## config.mk

```make
export PLATFORM = sky130hd
export DESIGN_NAME = pipe_stage_skid
export DESIGN_NICKNAME = d
export VERILOG_FILES = /design/src/rtl/pipe_pkg.sv /design/src/rtl/pipe_stage_skid.sv
export SDC_FILE = /design/constraint.sdc
export NUM_CORES = 1
export LEC_CHECK = 0
export BUFFER_PORTS_ARGS = -buffer_cell sky130_fd_sc_hd__buf_2
export CAP_MARGIN = 20
export CORE_MARGIN = 2
export CORE_UTILIZATION = 45
export DETAILED_ROUTE_END_ITERATION = 10
export GPL_ROUTABILITY_DRIVEN = 0
export GPL_TIMING_DRIVEN = 1
export PLACE_DENSITY = 0.69
export SLEW_MARGIN = 40
export SYNTH_ARGS = -nofsm -noshare
export SYNTH_HDL_FRONTEND = slang
export SYNTH_SLANG_ARGS = --single-unit
```

## constraint.sdc

```tcl
create_clock -name clk -period 1.8 [get_ports clk]
set_input_delay 0.09 -clock clk [delete_from_list [all_inputs] [get_ports clk]]
set_output_delay 0.09 -clock clk [all_outputs]
set_load 0.02 [all_outputs]
```

## src/rtl/pipe_pkg.sv

```systemverilog
// Shared definitions for the pipeline stage registers: entry-count state encoding
// and the default payload width.
package pipe_pkg;

  localparam int PIPE_DATA_W = 64;

  typedef enum logic [1:0] {
    ST_EMPTY = 2'd0,
    ST_ONE   = 2'd1,
    ST_TWO   = 2'd2
  } pipe_state_e;

endpackage : pipe_pkg

```

## src/rtl/pipe_stage_skid.sv

```systemverilog
// Two-entry skid-buffered pipeline register with a synchronous flush (clr).
// state | meaning
// ------+-----------------------------------------------
// EMPTY | no payload held, main = skid = BUBBLE
// ONE   | main holds the head payload, skid = BUBBLE
// TWO   | main holds the head, skid holds the next one
module pipe_stage_skid
  import pipe_pkg::*;
#(
  parameter int                DATA_W = PIPE_DATA_W,
  parameter logic [DATA_W-1:0] BUBBLE = {DATA_W{1'b0}}
) (
  input  logic              clk,
  input  logic              rst,
  input  logic              clr,
  input  logic              in_valid,
  output logic              in_ready,
  input  logic [DATA_W-1:0] in_data,
  output logic              out_valid,
  input  logic              out_ready,
  output logic [DATA_W-1:0] out_data,
  output logic [1:0]        occupancy
);

  pipe_state_e       r_state;
  logic [DATA_W-1:0] r_main;
  logic [DATA_W-1:0] r_skid;

  pipe_state_e       w_state_nxt;
  logic [DATA_W-1:0] w_main_nxt;
  logic [DATA_W-1:0] w_skid_nxt;

  // Handshake outputs decode only the state register, never an input.
  assign in_ready  = (r_state != ST_TWO);
  assign out_valid = (r_state != ST_EMPTY);
  assign out_data  = r_main;
  assign occupancy = r_state;

  always_comb begin
    w_state_nxt = r_state;
    w_main_nxt  = r_main;
    w_skid_nxt  = r_skid;
    if (clr) begin
      w_state_nxt = ST_EMPTY;
      w_main_nxt  = BUBBLE;
      w_skid_nxt  = BUBBLE;
    end else begin
      case (r_state)
        ST_EMPTY: begin
          if (in_valid) begin
            w_main_nxt  = in_data;
            w_state_nxt = ST_ONE;
          end
        end
        ST_ONE: begin
          if (in_valid && out_ready) begin
            w_main_nxt = in_data;
          end else if (in_valid) begin
            w_skid_nxt  = in_data;
            w_state_nxt = ST_TWO;
          end else if (out_ready) begin
            w_main_nxt  = BUBBLE;
            w_state_nxt = ST_EMPTY;
          end
        end
        ST_TWO: begin
          if (out_ready) begin
            w_main_nxt  = r_skid;
            w_skid_nxt  = BUBBLE;
            w_state_nxt = ST_ONE;
          end
        end
        default: begin
          w_state_nxt = ST_EMPTY;
          w_main_nxt  = BUBBLE;
          w_skid_nxt  = BUBBLE;
        end
      endcase
    end
  end

  always_ff @(posedge clk) begin
    if (rst) begin
      r_state <= ST_EMPTY;
      r_main  <= BUBBLE;
      r_skid  <= BUBBLE;
    end else begin
      r_state <= w_state_nxt;
      r_main  <= w_main_nxt;
      r_skid  <= w_skid_nxt;
    end
  end

endmodule : pipe_stage_skid

```

==> results of run 1 <==
-- sequential cells by signal, indices dropped and copies added, names as in the netlist --
name,cells
r_skid,64
occupancy,2
out_data,64
-- per-stage QoR --
step / hold slack [ns] / area [um^2] / util, % / setup WS, ns / power, mW
3_5_place_dp: 0.334 / 6450 / 53.3 / 0.178 / 3.62
4_1_cts: 0.0654 / 7730 / 63.8 / 0.0799 / 7.18
5_1_grt: 0.0737 / 7730 / 63.8 / 0.0245 / 7.38
3_3_place_gp: 0.329 / 6450 / 53.3 / 0.228 / 3.61
6_report: 0.0702 / 7730 / 63.8 / 0.0936 / 7.15
2_1_floorplan: 0.229 / 5640 / - / 0.0196 / 3.37
-- layout by cell type, fill, tap and decap left out, drive strengths merged, types with 2 or more instances in the layout --
master       Yosys  routed
nand3b          64      64
a221o           64      64
bufinv           0       3
or3              2       2
nand2b           2       2
dlygate4sd3      0      66
nand2          193     193
dfxtp          130     130
or2              2       2
nor3            64      64
a21oi            2       2
buf             39     152
clkbuf          32      23
clkinv           0       3
a31oi           64      64
nor2b            2       2
-- cell type report --
cell class | instances | share of cell area, %
Sequential cell | 130 | 33.7
Multi-Input combinational cell | 466 | 35.4
Clock buffer | 23 | 6.18
Clock inverter | 6 | 1.36
Tap cell | 168 | 2.72
Timing Repair Buffer | 219 | 20.6
-- timing repair --
action                                 in CTS  in global routing
hold buffers                               66                  0
endpoints found under the hold margin     129                  0
setup endpoints to repair                   1                  0
buffers inserted                            0                  0
-- power by group through the flow --
stage          Combinational (mW)  Sequential, mW  Clock, mW
6_report                    0.693            2.99       3.47
5_1_grt                     0.740            2.99       3.65
4_1_cts                     0.688            2.98       3.50
3_5_place_dp                0.574            3.04          0
3_3_place_gp                0.565            3.04          0
2_1_floorplan               0.274            3.10          0
-- path summary, 6_finish.rpt --
path / end / start / slack [ns]
max: in_ready / occupancy[0] / 0.09
min: occupancy[0] / in_valid / 0.07
max reg2reg: out_data[48] / occupancy[0] / 0.15
min reg2reg: out_data[9] / out_data[9] / 0.48
-- per-layer routing --
layer  global-route usage (%)  wire, um
met4                     11.7       392
met2                     43.6      8390
met3                     5.13       911
met1                     31.3      7410
met5                        0         0
-- kinds of logic after synthesis --
kind of cell | count (synthesis)
simple gates | 332
compound gates | 132
flops | 130
buf+inv | 71
mux | 2
-- worst reg2reg max path: stages, from the launching register on --
cell,delay [ns]
dfxtp_1,0.50
mux2_2,0.40
o22ai_4,0.21
buf_12,0.27
a221o_1,0.21
==> metrics.md, run 1 <==
| Metric | Value |
|---|---|
| Port Buffers | 136 |
| CTS clk-pin slew, worst paths | 0.06 ns |
| Crit. End Element | output pin |
| DR DRC count | 0 |
| RSZ-0062 raised after global routing | false |
| CP Data Required Time | 1.71 ns |
| Crit path cell chain | nand2b_2 > buf_12 > buf_2 |
| Pin count of the biggest net entering global routing | 130 |
| Most frequent cells after synthesis | nand2_1, dfxtp_1 |
| Synth top area cells | dfxtp_1, nand2_1, a221o_1 |
| Power Density | 925 nW/um^2 |
| Final-report max-slew violation count | 0 |
| Synth Area in Compound Gates | 19.1% |
| Post-Synth XOR/XNOR Area | 0% |
| Clock Sinks | 130 |
| Footprint of the multi-input gates | 2740 um^2 |
| DR pass1 iterations | 5 |
| Sequential share of power | about two fifths |
| Post-CTS sizing | 0 |
| Worst Hold Class | input port to flop |
| Max_slew headroom | 61.5% |
| CP max-delay cell | dfxtp_1 |
| Final hold viol count | 0 |
| Initial core utilization | 46.6% |
| Clock latency on the worst-skew pair | 0.42 ns |
| CTS tree | built |
| Total gr overflow | 0 |
| Post-synth net total | 736 |
| Crit-path max cell delay | roughly 0.50 ns |
| Share of layout cells above drive strength 1 | 22.5% |
| HPWL after DPL | 9360 um |
| Routed len/inst | between 15 and 20 um |
| ANT cells | 0 |
| Max Cap Viol | 0 |
| Seq/Total Area, Yosys | 46.1% |
| Mean Syn Cell Area | 8.46 um^2 |
| Clock root buffer | clkbuf_16 |
| CTS Buffer Depth | 2 |
| Main combinational cell family by area after synthesis | simple AND/OR/NAND/NOR gates |
| Final wirelength | 17100 um |
| Share of the synthesized area in the top cell type | 46.1% |
| Post-synthesis register bit count | 130 |
| Die Wd | 116 um |
| Setup crit start kind | flop |
| Max VDD drop | 460 uV |
| Routed vias/inst | 5.78 |
| Mux share of post-synthesis cell area | 0.377% |
| Worst slew pin tran | 0.577 ns |
| FF/Latch Area | 2600 um^2 |
| Critical path buffers and inverters | 2 |
| Gr usage total | 25.6% |
| Final ANT Viol Nets | 0 |
| Critical Path Fanout Max | 33 |
| Status | finished, final reports clean |
| Distinct cells, synth | 25 |
| Core Region | roughly 12000 um^2 |
| Final Non-Filler Cells | roughly 1000 |
| Post-Synth Simple-Gate Area | 28.4% |
| Number of global-route vias before repair | 5669 |
| Switching pwr | 1.65 mW |
| Most frequent cell after synthesis | nand2_1 |
| H-tree Lvls | 4 |
| Placed cell count | between 900 and 1000 |
| TritonCTS Buffers | 17 |
| Critical path arrival | 1.62 ns |
| FF-to-FF path depth | 4 |
| Syn Inst Count | 667 |
| Die Y-Extent | 116 um |
| First-pass GRT wire length | between 20000 and 30000 um |
| Largest area contributor in the netlist | dfxtp_1 |
| Combinational fraction of design power | between 9 and 10% |
| EDFF count, synth | 0 |
| Clk network pwr share | between 40 and 50% |
| Ys Warns | 0 |
| Initial antenna violation count | 0 |
| # setup viols final | 0 |
| Max Freq | 586 MHz |
| Vias | between 5000 and 6000 |
| Die area | 13500 um^2 |
| Hold path depth | 3 |
| Final period util | 94.8% |
| Main flop type after synthesis | dfxtp_1 |
| Post-Synth Adder-Cell Area | 0% |
| Fillers | 1000 |
| Row count | 40 |
| Synth Cell Area | between 5000 and 6000 um^2 |
| Net Sw Frac | between 20% and 30% |
| Stages on the worst setup path | 3 |
| Boundary Pins | 137 |
| Sum Neg Setup Slack | 0 ns |
| Crit path time final | 1.71 ns |
| DRT iter0 DRCs | 569 |
| Nets | 903 |
| Area growth, synth to finish | 37.0% |
| Pint | 5.50 mW |
| WS Path Type | flop to output pin |
| Async set or reset register ratio after synthesis | 0% |
| Skew final | about 0.0064 ns |
| Leak | 2.81 nW |
| Delay-heaviest family, CP | flip-flops |
No activity file was read; power rests on OpenSTA's default activity.
==> inputs of run 2 (changes only) <==
--- a/config.mk
+++ b/config.mk
@@ -8,11 +8,11 @@
 export BUFFER_PORTS_ARGS = -buffer_cell sky130_fd_sc_hd__buf_2
 export CAP_MARGIN = 20
 export CORE_MARGIN = 2
-export CORE_UTILIZATION = 45
+export CORE_UTILIZATION = 53
 export DETAILED_ROUTE_END_ITERATION = 10
 export GPL_ROUTABILITY_DRIVEN = 0
 export GPL_TIMING_DRIVEN = 1
-export PLACE_DENSITY = 0.69
+export PLACE_DENSITY = 0.79
 export SLEW_MARGIN = 40
 export SYNTH_ARGS = -nofsm -noshare
 export SYNTH_HDL_FRONTEND = slang
==> run 2 against run 1 <==
Hold slack better by 0.28 ns; utilization up 10 points; sequential share of layout area up 0.27 points; fmax up 1.4%; non-clock buffer count up 2; global-route usage up 3.9 points.
==> metrics.md, run 2 (synthesis results as in run 1) <==
| Metric | Value |
|---|---|
| Power Density | 925 nW/um^2 (about the same) |
| Total gr overflow | 0 (unchanged) |
| Routed len/inst | 16.9 um (about the same) |
| Initial antenna violation count | 0 (unchanged) |
| Final hold viol count | 0 (unchanged) |
| Leak | 2.78 nW (-0.77%) |
| Post-Place Cell Area | 6390 um^2 (-0.89%) |
| Worst Hold Class | input port to flop |
| Critical Path Fanout Max | 17 (-48%) |
| Placed cell count | 885 (-3.4%) |
| Commonest non-fill, non-tap cells in the layout | nand2_1, buf_2, dfxtp_1, dlygate4sd3_1 |
| HPWL after DPL | 9450 um (+0.96%) |
| Max VDD drop | 589 uV (+28%) |
| Crit. End Element | output pin |
| Commonest non-fill, non-tap cell in the layout | nand2_1 |
| Clock latency on the worst-skew pair | 0.51 ns (+0.09 ns) |
| Initial core utilization | 54.7% (+8.1 points) |
| Reg-to-Reg Start | occupancy[1] |
| FF-to-FF path depth | 5 (+1) |
| Design Power | 7.09 mW (-0.76%) |
| TritonCTS Buffers | 17 (unchanged) |
| DR DRC count | 0 (unchanged) |
| Clock root buffer | clkbuf_8 |
| Post-route setup slack | 0.118 ns (+0.0243 ns) |
| CP Data Required Time | 1.71 ns (about the same) |
| Clock Sinks | 130 (unchanged) |
| CTS tree | built |
| Final period util | 93.4% (-1.4 points) |
| Final wirelength | 16600 um (-2.8%) |
| Number of global-route vias before repair | 5788 (+2.1%) |
| Max Freq | 595 MHz (+1.4%) |
| Hold_ws | 0.350 ns (+0.280 ns) |
| Final ANT Viol Nets | 0 (unchanged) |
| Status | finished, final reports clean |
| Share of layout cells above drive strength 1 | 23.1% (+0.60 points) |
| CTS clk-pin slew, worst paths | 0.06 ns (about the same) |
| CTS Buffer Depth | 2 (unchanged) |
| WS Path Type | flop to output pin |
| Gr usage total | 29.6% (+3.9 points) |
| Final Util | 74.3% (+10 points) |
| Port Buffers | 136 (unchanged) |
| Final Cell Area | 7670 um^2 (-0.76%) |
| WHS Endpoint | out_data[8] |
| Vias | 5903 (+0.89%) |
| Reg-to-reg endpoint | r_skid[62] |
| Reg-to-reg setup timing slack | 0.17 ns (+0.02 ns) |
| Final-report max-slew violation count | 0 (unchanged) |
| Boundary Pins | 137 (unchanged) |
| DRT iter0 DRCs | 589 (+3.5%) |
| Sum Neg Setup Slack | 0 ns (unchanged) |
| Die Y-Extent | 107 um (-7.6%) |
| Skew final | 0.0152 ns (+0.00886 ns) |
| Final Non-Filler Cells | 984 (-2.8%) |
| Hold path depth | 3 (unchanged) |
| Row count | 37 (-7.5%) |
| Worst slew pin tran | 0.550 ns (-0.0271 ns) |
| # setup viols final | 0 (unchanged) |
| Fillers | 733 (-27%) |
| Max_slew headroom | 63.3% (+1.8 points) |
| Area growth, synth to finish | 35.9% |
| Core Region | 10300 um^2 (-15%) |
| Pin count of the biggest net entering global routing | 130 (unchanged) |
| Setup crit start kind | flop |
| ANT cells | 0 (unchanged) |
| Hold wc startpoint | in_data[8] |
| Die Wd | 107 um (-7.6%) |
| First-pass GRT wire length | 27600 um (+0.81%) |
| Post-place setup slack | 0.152 ns (-0.0257 ns) |
| RSZ-0062 raised after global routing | false |
| Nets | 905 (+0.22%) |
| Die area | 11500 um^2 (-15%) |
| Critical path arrival | 1.59 ns (-0.03 ns) |
| Max Cap Viol | 0 (unchanged) |
| Crit path time final | 1.68 ns (-0.0243 ns) |
| Routed vias/inst | 6.00 (+3.8%) |
| H-tree Lvls | 4 (unchanged) |
| DR pass1 iterations | 6 (+1) |
run 2: cell count changes in the layout (fill, tap and decap cells not counted), moves of 2 or more:
cell / delta
buf_12: -2
buf_4: +2
clkbuf_1: -3
clkinv_4: +2
clkinvlp_4: +4
dlygate4sd3_1: +2
run 2: worst max-delay path by stage:
stage,endpoint,cells after the start,start
floorplan,out_data[15],5,occupancy[0]
global placement,out_data[4],4,occupancy[0]
detailed placement,out_data[13],4,occupancy[0]
CTS,in_ready,3,occupancy[0]
global route,in_ready,3,occupancy[0]
finish,in_ready,3,occupancy[0]
run 2: area by class of cell:
cell class	instances	area, um^2	share of cell area, %
clock buffer	18	428	5.58
clock inverter	13	161	2.10
multi-input combinational	466	2740	35.7
sequential	130	2610	34.0
tap	136	170	2.22
timing repair buffer	221	1570	20.4
run 2: critical path, cell delays in order (launching register included):
cell and delay [ns]:
dfxtp_2 0.42, nand2b_2 0.25, buf_6 0.21, buf_2 0.20
run 2: repair_timing:
item / in CTS / in global routing
hold buffers: 68 / 0
buffers inserted: 0 / 0
resized for setup: 1 / 1
hold endpoints to repair: 130 / 0
endpoints found under the setup margin: 1 / 1
run 2: per-layer routing:
layer / part of all wire (%) / track usage, % / vias to the layer above
met3: 7.9 / 5.84 / 45
met1: 41 / 38.8 / 2802
met4: 2.2 / 13.0 / 0
li1: - / - / 2763
met5: 0 / 0 / -
met2: 49 / 47.1 / 293
run 2: power by group:
part	internal (mW)	total (mW)	switching [mW]
registers	2.94	2.99	0.0434
clock network	2.14	3.41	1.28
logic	0.301	0.692	0.391
total	5.38	7.09	1.71
==> inputs of run 3 (changes only) <==
--- a/config.mk
+++ b/config.mk
@@ -8,11 +8,11 @@
 export BUFFER_PORTS_ARGS = -buffer_cell sky130_fd_sc_hd__buf_2
 export CAP_MARGIN = 20
 export CORE_MARGIN = 2
-export CORE_UTILIZATION = 53
+export CORE_UTILIZATION = 45
 export DETAILED_ROUTE_END_ITERATION = 10
 export GPL_ROUTABILITY_DRIVEN = 0
 export GPL_TIMING_DRIVEN = 1
-export PLACE_DENSITY = 0.79
+export PLACE_DENSITY = 0.71
 export SLEW_MARGIN = 40
 export SYNTH_ARGS = -nofsm -noshare
 export SYNTH_HDL_FRONTEND = slang
==> run 3 against run 2 <==
Register-to-register slack worse by 0.04 ns; clock skew is 0.0074 ns lower; power is 0.89% lower; via count is 0.20% higher; non-clock buffer count is 1 lower; sequential share of layout area is 0.13 points lower; clock power is 2% lower; global-route usage is 4.0 points lower; setup slack worse by 0.035 ns; combinational power is 1% higher; routed wire length is 2.6% higher; highest routed layer unchanged; largest power group unchanged; largest cell class unchanged.
==> metrics.md, run 3 (synthesis results as in run 1) <==
| Metric | Value |
|---|---|
| Status | finished, final reports clean |
| Commonest non-fill, non-tap cell in the layout | nand2_1 |
| TritonCTS Buffers | 17 (unchanged) |
| Nets | 904 (-0.11%) |
| First-pass GRT wire length | 27400 um (-0.78%) |
| Die Wd | 116 um (+8.2%) |
| Max_slew headroom | 64.0% (+0.66 points) |
| DR pass1 iterations | 5 (-1) |
| Area growth, synth to finish | 36.4% |
| Final Non-Filler Cells | 1016 (+3.3%) |
| Routed len/inst | 16.8 um (-0.67%) |
| Total gr overflow | 0 (unchanged) |
| Crit. End Element | output pin |
| CTS tree | built |
| Row count | 40 (+8.1%) |
| Critical Path Fanout Max | 30 (+13) |
| Final wirelength | 17000 um (+2.6%) |
| Final ANT Viol Nets | 0 (unchanged) |
| CP Data Required Time | 1.71 ns (about the same) |
| H-tree Lvls | 4 (unchanged) |
| CTS clk-pin slew, worst paths | 0.05 ns (about the same) |
| Number of global-route vias before repair | 5775 (-0.22%) |
| Critical path buffers and inverters | 2 (unchanged) |
| Crit path time final | 1.72 ns (+0.0347 ns) |
| Worst slew pin tran | 0.540 ns (-0.00990 ns) |
| Power Density | 913 nW/um^2 (-1.2%) |
| Setup crit start kind | flop |
| Vias | 5915 (+0.20%) |
| Placed cell count | 918 (+3.7%) |
| Max VDD drop | 798 uV (+36%) |
| Sum Neg Setup Slack | 0 ns (unchanged) |
| RSZ-0062 raised after global routing | false |
| Final-report max-slew violation count | 0 (unchanged) |
| Port Buffers | 136 (unchanged) |
| Crit-path max cell delay | 0.49 ns (+0.07 ns) |
| Initial core utilization | 46.6% (-8.1 points) |
| Core Region | 12100 um^2 (+17%) |
| Die area | 13500 um^2 (+17%) |
| Max Freq | 582 MHz (-2.0%) |
| Clock root buffer | clkbuf_16 |
| Worst Hold Class | input port to flop |
| Crit path cell chain | nand2b_2 > buf_12 > buf_2 |
| HPWL after DPL | 9700 um (+2.6%) |
| ANT cells | 0 (unchanged) |
| Skew final | 0.00781 ns (-0.00741 ns) |
| DRT iter0 DRCs | 594 (+0.85%) |
| Boundary Pins | 137 (unchanged) |
| Clock Sinks | 130 (unchanged) |
| DR DRC count | 0 (unchanged) |
| Leak | 2.78 nW (about the same) |
| Final hold viol count | 0 (unchanged) |
| Commonest non-fill, non-tap cells in the layout | nand2_1, buf_2, dfxtp_1, dlygate4sd3_1 |
| Die Y-Extent | 116 um (+8.2%) |
| WS Path Type | flop to output pin |
| Delay-heaviest family, CP | flip-flops |
| Max Cap Viol | 0 (unchanged) |
| Routed vias/inst | 5.82 (-3.0%) |
| Share of layout cells above drive strength 1 | 22.4% (-0.71 points) |
| Clock latency on the worst-skew pair | 0.42 ns (-0.09 ns) |
| Pin count of the biggest net entering global routing | 84 (-35%) |
| Critical path arrival | 1.63 ns (+0.04 ns) |
| CP max-delay cell | dfxtp_1 |
| Gr usage total | 25.5% (-4.0 points) |
| # setup viols final | 0 (unchanged) |
| CTS Buffer Depth | 2 (unchanged) |
| Final period util | 95.4% (+1.9 points) |
| Initial antenna violation count | 0 (unchanged) |
## run 3: path summary, 6_finish.rpt
path | start | endpoint | slack (ns) | cells after the start
setup reg to reg | occupancy[0] | out_data[51] | 0.13 | 4
hold reg to reg | out_data[59] | out_data[59] | 0.48 | 1
hold / removal | in_valid | occupancy[0] | 0.07 | 3
setup / recovery | occupancy[0] | in_ready | 0.08 | 3
## run 3: through the flow
stage	util [%]	setup WS (ns)	hold WS [ns]	instance area [um^2]	total power, mW
finish	63.5	0.0832	0.0698	7700	7.03
global route	63.5	0.00925	0.0876	7700	7.26
CTS	63.5	0.0734	0.0522	7700	7.07
detailed placement	53.4	0.175	0.334	6470	3.62
global placement	53.4	0.245	0.329	6470	3.61
floorplan	-	0.0196	0.229	5640	3.37
## run 3: cell type report
| cell class | count | area, um^2 |
|---|---|---|
| Clock buffer | 27 | 493 |
| Clock inverter | 5 | 75.1 |
| Fill cell | 1008 | 4420 |
| Multi-Input combinational cell | 466 | 2740 |
| Sequential cell | 130 | 2600 |
| Tap cell | 168 | 210 |
| Timing Repair Buffer | 220 | 1580 |
## run 3: per-layer routing
metal / vias to the layer above / global-route usage (%) / routed length (um)
met2: 223 / 43.2 / 8520
met4: 0 / 10.2 / 354
li1: 2774 / - / -
met5: - / 0 / 0
met1: 2884 / 31.1 / 7300
met3: 34 / 6.43 / 861
## run 3: power breakdown
| part | switching [mW] | internal (mW) | total, mW |
|---|---|---|---|
| logic | 0.397 | 0.304 | 0.701 |
| registers | 0.0430 | 2.94 | 2.99 |
| clock network | 1.20 | 2.14 | 3.34 |
| total | 1.64 | 5.39 | 7.03 |
## run 3: worst reg2reg max path, stage by stage, from the launching register on
cell and delay, ns:
dfxtp_1 0.49, nor2b_1 0.28, nor3b_2 0.08, buf_4 0.27, a221o_1 0.42
## run 3: timing repair
action / CTS / global route
buffers inserted: 0 / 0
endpoints found under the hold margin: 129 / 0
hold buffers: 66 / 0
resized for setup: 0 / 0
